File: src/rtl/raster_coord_gen.sv
// rtl/raster_coord_gen.sv - raster timing and pixel-coordinate generator
module raster_coord_gen #(
  parameter int   H_ACTIVE = 640,
  parameter int   H_FP     = 16,
  parameter int   H_SYNC   = 96,
  parameter int   H_BP     = 48,
  parameter int   V_ACTIVE = 480,
  parameter int   V_FP     = 10,
  parameter int   V_SYNC   = 2,
  parameter int   V_BP     = 33,
  parameter logic HS_POL   = 1'b0,
  parameter logic VS_POL   = 1'b0
) (
  input  logic        clk,
  input  logic        reset,
  input  logic        run,
  output logic [10:0] gr_x,
  output logic [9:0]  gr_y,
  output logic        en,
  output logic        hsync,
  output logic        vsync,
  output logic        line_start,
  output logic        frame_start,
  output logic        busy,
  output logic [15:0] frame_cnt
);

  localparam int H_TOTAL = H_ACTIVE + H_FP + H_SYNC + H_BP;
  localparam int V_TOTAL = V_ACTIVE + V_FP + V_SYNC + V_BP;

  // All window edges are strictly below the totals, so they fit the coordinate widths.
  localparam logic [10:0] H_LAST = 11'(H_TOTAL - 1);
  localparam logic [10:0] H_ACT  = 11'(H_ACTIVE);
  localparam logic [10:0] HS_BEG = 11'(H_ACTIVE + H_FP);
  localparam logic [10:0] HS_END = 11'(H_ACTIVE + H_FP + H_SYNC);
  localparam logic [9:0]  V_LAST = 10'(V_TOTAL - 1);
  localparam logic [9:0]  V_ACT  = 10'(V_ACTIVE);
  localparam logic [9:0]  VS_BEG = 10'(V_ACTIVE + V_FP);
  localparam logic [9:0]  VS_END = 10'(V_ACTIVE + V_FP + V_SYNC);

  typedef enum logic [1:0] {
    IDLE  = 2'd0,
    RUN   = 2'd1,
    DRAIN = 2'd2
  } state_t;

  state_t      state;
  state_t      state_nxt;
  logic        line_end;
  logic        frame_end;
  logic [10:0] x_nxt;
  logic [9:0]  y_nxt;
  logic        scan_nxt;

  // Next scan position and state; outputs below are decoded from these so they line up with gr_x/gr_y.
  always_comb begin
    line_end  = (gr_x == H_LAST);
    frame_end = line_end && (gr_y == V_LAST);
    x_nxt     = line_end ? 11'd0 : gr_x + 11'd1;
    y_nxt     = gr_y;
    if (frame_end) begin
      y_nxt = 10'd0;
    end else if (line_end) begin
      y_nxt = gr_y + 10'd1;
    end

    state_nxt = state;
    case (state)
      IDLE: begin
        if (run) state_nxt = RUN;
      end
      RUN: begin
        if (!run) state_nxt = frame_end ? IDLE : DRAIN;
      end
      DRAIN: begin
        if (frame_end)  state_nxt = IDLE;
        else if (run)   state_nxt = RUN;
      end
      default: state_nxt = IDLE;
    endcase

    // Leaving IDLE starts at the origin; entering IDLE parks there.
    if (state == IDLE || state_nxt == IDLE) begin
      x_nxt = 11'd0;
      y_nxt = 10'd0;
    end
    scan_nxt = (state_nxt != IDLE);
  end

  // Scan state machine with every output registered from the next position.
  always_ff @(posedge clk or posedge reset) begin
    if (reset) begin
      state       <= IDLE;
      gr_x        <= 11'd0;
      gr_y        <= 10'd0;
      en          <= 1'b0;
      hsync       <= ~HS_POL;
      vsync       <= ~VS_POL;
      line_start  <= 1'b0;
      frame_start <= 1'b0;
      busy        <= 1'b0;
      frame_cnt   <= 16'd0;
    end else begin
      state       <= state_nxt;
      busy        <= scan_nxt;
      gr_x        <= x_nxt;
      gr_y        <= y_nxt;
      en          <= scan_nxt && (x_nxt < H_ACT) && (y_nxt < V_ACT);
      hsync       <= (scan_nxt && (x_nxt >= HS_BEG) && (x_nxt < HS_END)) ? HS_POL : ~HS_POL;
      vsync       <= (scan_nxt && (y_nxt >= VS_BEG) && (y_nxt < VS_END)) ? VS_POL : ~VS_POL;
      line_start  <= scan_nxt && (x_nxt == 11'd0);
      frame_start <= scan_nxt && (x_nxt == 11'd0) && (y_nxt == 10'd0);
      if (state != IDLE && frame_end) begin
        frame_cnt <= frame_cnt + 16'd1;
      end
    end
  end

endmodule

File: config.mk
export PLATFORM = sky130hd
export DESIGN_NAME = raster_coord_gen
export DESIGN_NICKNAME = d
export VERILOG_FILES = /design/src/rtl/raster_coord_gen.sv
export SDC_FILE = /design/constraint.sdc
export NUM_CORES = 1
export LEC_CHECK = 0
export ABC_AREA = 1
export CORE_MARGIN = 1.5
export CORE_UTILIZATION = 45
export DETAILED_ROUTE_END_ITERATION = 10
export GPL_TIMING_DRIVEN = 0
export PLACE_DENSITY_LB_ADDON = 0.25
export SLEW_MARGIN = 20
export SYNTH_ARGS = -nofsm -noshare
export SYNTH_HDL_FRONTEND = slang
export SYNTH_SLANG_ARGS = --single-unit
export TNS_END_PERCENT = 20
File: constraint.sdc
create_clock -name clk -period 2.2 [get_ports clk]
set_input_delay 0.22 -clock clk [delete_from_list [all_inputs] [get_ports clk]]
set_output_delay 0.22 -clock clk [all_outputs]
set_load 0.02 [all_outputs]
==> qor.csv <==
stage,metric,value,unit
clock_tree,Worst-Skew Late Latency,0.30,ns
global_route,initial antenna violation count,0,
global_route,Overflow after GRT,0,
worst_setup_path,Worst setup EP type,flip-flop,
yosys,register area share after synthesis,41.3,%
power_and_ir_drop,"Power, Total",1.75,mW
clock_tree,Root Driver,clkbuf_8,
sta,clock skew,0.00447,ns
yosys,Post-synth ARST share,100,%
worst_setup_path,Startpoint Class,flip-flop,
flow_run,maxcap violations,0,
global_route,Total GRT Usage,21.5,%
hold_path,hold crit path type,input port to async pin,
floorplan,die height,80.9,um
yosys,Synth Net Count,380,
power_and_ir_drop,Peak supply drop,0.280,mV
worst_setup_path,critical path class,flip-flop to flip-flop,
sta,RSZ-0062 raised after global routing,no,
yosys,#FFs+latches synth,45,
yosys,"Distinct cells, synth",36,
worst_setup_path,WP data required,2.44,ns
clock_tree,hold buffer count at cts,0,
final_layout,Syn-to-layout area delta,26.1,%
detailed_routing,DR DRC count,0,
worst_setup_path,crit path max fanout,10,
worst_setup_path,CP startpoint,gr_y[0]$_DFF_PP0_,
floorplan,Core Rows,28,
yosys,dominant synthesized flop cell,dfrtp_1,
detailed_routing,DRT Wirelength,6480,um
sta,Final Critical Period,2.06,ns
sta,Least-Margin Pin Slew,0.586,ns
detailed_routing,vias per std cell,5.02,
outcome,status,finished clean,
final_layout,diodes inserted,0,
placed_design,Inst Count DP,494,
sta,final count of hold timing violations,0,
detailed_routing,First-pass DRT Iterations,5,
sta,max-slew violations,0,
yosys,Post-synth EDFFs,0,
final_layout,final cell count without fillers,505,
worst_setup_path,r2r startpoint,gr_y[0]$_DFF_PP0_,
yosys,Synth area leaders,"dfrtp_1 (39%), nand2_1 (14%), nor2_1 (7.4%)",
detailed_routing,Post-DRT Antenna Nets,0,
clock_tree,Max Root-Sink Buffers,2,
yosys,Syn Area/Cell,7.33,um^2
clock_tree,clock sinks,45,
clock_tree,TritonCTS clock tree,yes,
floorplan,Ports,46,
sta,Max Clock Freq,0.487,GHz
clock_tree,number of CTS-inserted buffers,5,
floorplan,Starting Density,46.4,%
worst_setup_path,Reg2Reg Depth,13,
placed_design,Post-DP HPWL,4800,um
worst_setup_path,Reg-to-Reg End,frame_start$_DFF_PP0_,
sta,Final setup viols,0,
worst_setup_path,WP data arrival,2.29,ns
power_and_ir_drop,pwr dens,507,mW/mm^2
clock_tree,H-tree levels,2,
placed_design,IO buf count,45,
global_route,vias in the first global route,2346,
floorplan,Chip Width,80.9,um
floorplan,DIE AREA,0.00655,mm^2
clock_tree,Worst-path clk slew,0.09,ns
yosys,Post-Syn Area,0.00273,mm^2
yosys,cell taking the most area after synthesis,dfrtp_1,
sta,"Period Utilization, post-route",93.4,%
detailed_routing,total number of vias,2534,
yosys,post-synth top area share,39.4,%
sta,max_slew headroom,60.9,%
global_route,first-pass GRT wire length,10800,um
power_and_ir_drop,static leakage,1.67,nW
yosys,cell count after synthesis,373,
detailed_routing,Detailed Route Iter0 Violations,136,
floorplan,Core Box Area,0.00589,mm^2
global_route,largest net degree at the start of global routing,26,
final_layout,share of layout cells above drive strength 1,11.9,%
placed_design,gp weighted congestion,0.841,
yosys,yosys warns,0,
worst_setup_path,register-to-register setup slack,0.14,ns
final_layout,Layout Nets,436,
detailed_routing,routed len/inst,12.8,um
## placed cells by master, fill, tap and decap left out, types with 2 or more instances in the layout
cell,netlist,layout
a21oi_1,6,6
nor3_1,7,7
ha_1,4,3
dfrtp_2,0,2
nand2_2,5,6
inv_1,51,50
o21ai_0,5,5
nand4_1,10,10
o211ai_1,2,2
nor2_1,54,53
nand3_4,1,2
nand2_1,99,98
inv_2,7,8
dfstp_2,2,2
nor2_4,2,3
xor2_1,16,16
nand3_2,5,4
dfrtp_1,43,41
nor2_2,3,3
nand3_1,28,28
clkinvlp_4,0,3
clkbuf_8,0,5
clkdlybuf4s50_1,0,45
nor4_1,2,2
buf_4,1,4
xnor2_1,5,5
## per-layer routing
metal	track usage, %	wire length, um
met1	29.3	3100
met2	35.7	3060
met3	3.60	255
met4	5.17	55
met5	0	0
## area by class of cell
| class | count | area (um^2) |
|---|---|---|
| plain buffers | 5 | 35.0 |
| clock buffers | 5 | 68.8 |
| clock inverters | 3 | 22.5 |
| fillers | 559 | 2440 |
| inverters | 59 | 221 |
| multi-input cells | 264 | 1380 |
| flip-flops and latches | 45 | 1130 |
| well taps | 75 | 93.8 |
| repair buffers | 49 | 493 |
## sequential cells by signal (all words and copies together), names as in the netlist
name / count
line_start: 1
en: 1
state: 2
frame_start: 1
frame_cnt: 16
hsync: 1
gr_y: 10
busy: 1
vsync: 1
gr_x: 11
## through the flow
stage / worst slack (ns) / hold slack (ns) / instance area (um^2) / util [%] / setup TNS [ns]
finish: 0.145 / 0.240 / 3450 / 58.5 / 0
global route: 0.000658 / 0.283 / 3450 / 58.5 / 0
CTS: 0.00787 / 0.247 / 3390 / 57.6 / 0
detailed placement: -0.000249 / 0.496 / 3300 / 56.0 / -0.000249
global placement: -0.0129 / 0.488 / 3280 / 55.7 / -0.0129
floorplan: 0.237 / 0.492 / 2730 / - / 0
## how the worst max path moves through the flow
stage                       endpoint  slack, ns  depth (start not counted)
2_1_floorplan        hsync$_DFF_PP1_       0.24                         13
5_1_grt        frame_start$_DFF_PP0_     0.0007                         13
6_report       frame_start$_DFF_PP0_       0.14                         13
3_3_place_gp   frame_start$_DFF_PP0_      -0.01                         12
4_1_cts        frame_start$_DFF_PP0_      0.008                         12
3_5_place_dp         hsync$_DFF_PP1_    -0.0002                         13
## critical path, cell delays in order (launching register included)
cell and delay, ns:
dfrtp_2 0.44, inv_1 0.11, ha_1 0.18, nand3_1 0.14, nor2_4 0.15, nand2_4 0.09, nand2_2 0.10, nand3_4 0.12
buf_6 0.18, nand3_1 0.10, nand2_1 0.07, nor2_1 0.08, nand3_1 0.11, nor2_1 0.10
## cell families (layout without fill, tap and decap cells)
| kind of cell | count (synthesis) | count (layout) | share of synthesized area [%] |
|---|---|---|---|
| compound gates | 18 | 18 | 3.98 |
| buf+inv | 64 | 121 | 9.29 |
| xor+xnor | 21 | 21 | 6.73 |
| flops | 45 | 45 | 41.3 |
| fa+ha+maj | 4 | 4 | 1.83 |
| simple gates | 221 | 221 | 36.9 |
## synthesized netlist by cell type (2+ instances only)
| cell type | count |
|---|---|
| a21oi_1 | 6 |
| buf_2 | 2 |
| dfrtp_1 | 43 |
| dfstp_2 | 2 |
| ha_1 | 4 |
| inv_1 | 51 |
| inv_2 | 7 |
| nand2_1 | 99 |
| nand2_2 | 5 |
| nand3_1 | 28 |
| nand3_2 | 5 |
| nand4_1 | 10 |
| nor2_1 | 54 |
| nor2_2 | 3 |
| nor2_4 | 2 |
| nor3_1 | 7 |
| nor4_1 | 2 |
| o211ai_1 | 2 |
| o21ai_0 | 5 |
| xnor2_1 | 5 |
| xor2_1 | 16 |
## power by group
group          switching, mW  total (mW)  internal [mW]
logic                  0.201       0.338          0.137
clock network          0.297       0.520          0.223
registers             0.0250       0.890          0.865
## timing repair
| action | in CTS | in global routing |
|---|---|---|
| endpoints found under the setup margin | 2 | 11 |
| buffers inserted | 0 | 3 |
| pin swaps | 0 | 2 |
| gates resized for setup | 1 | 8 |
No activity file was read; power rests on OpenSTA's default activity.
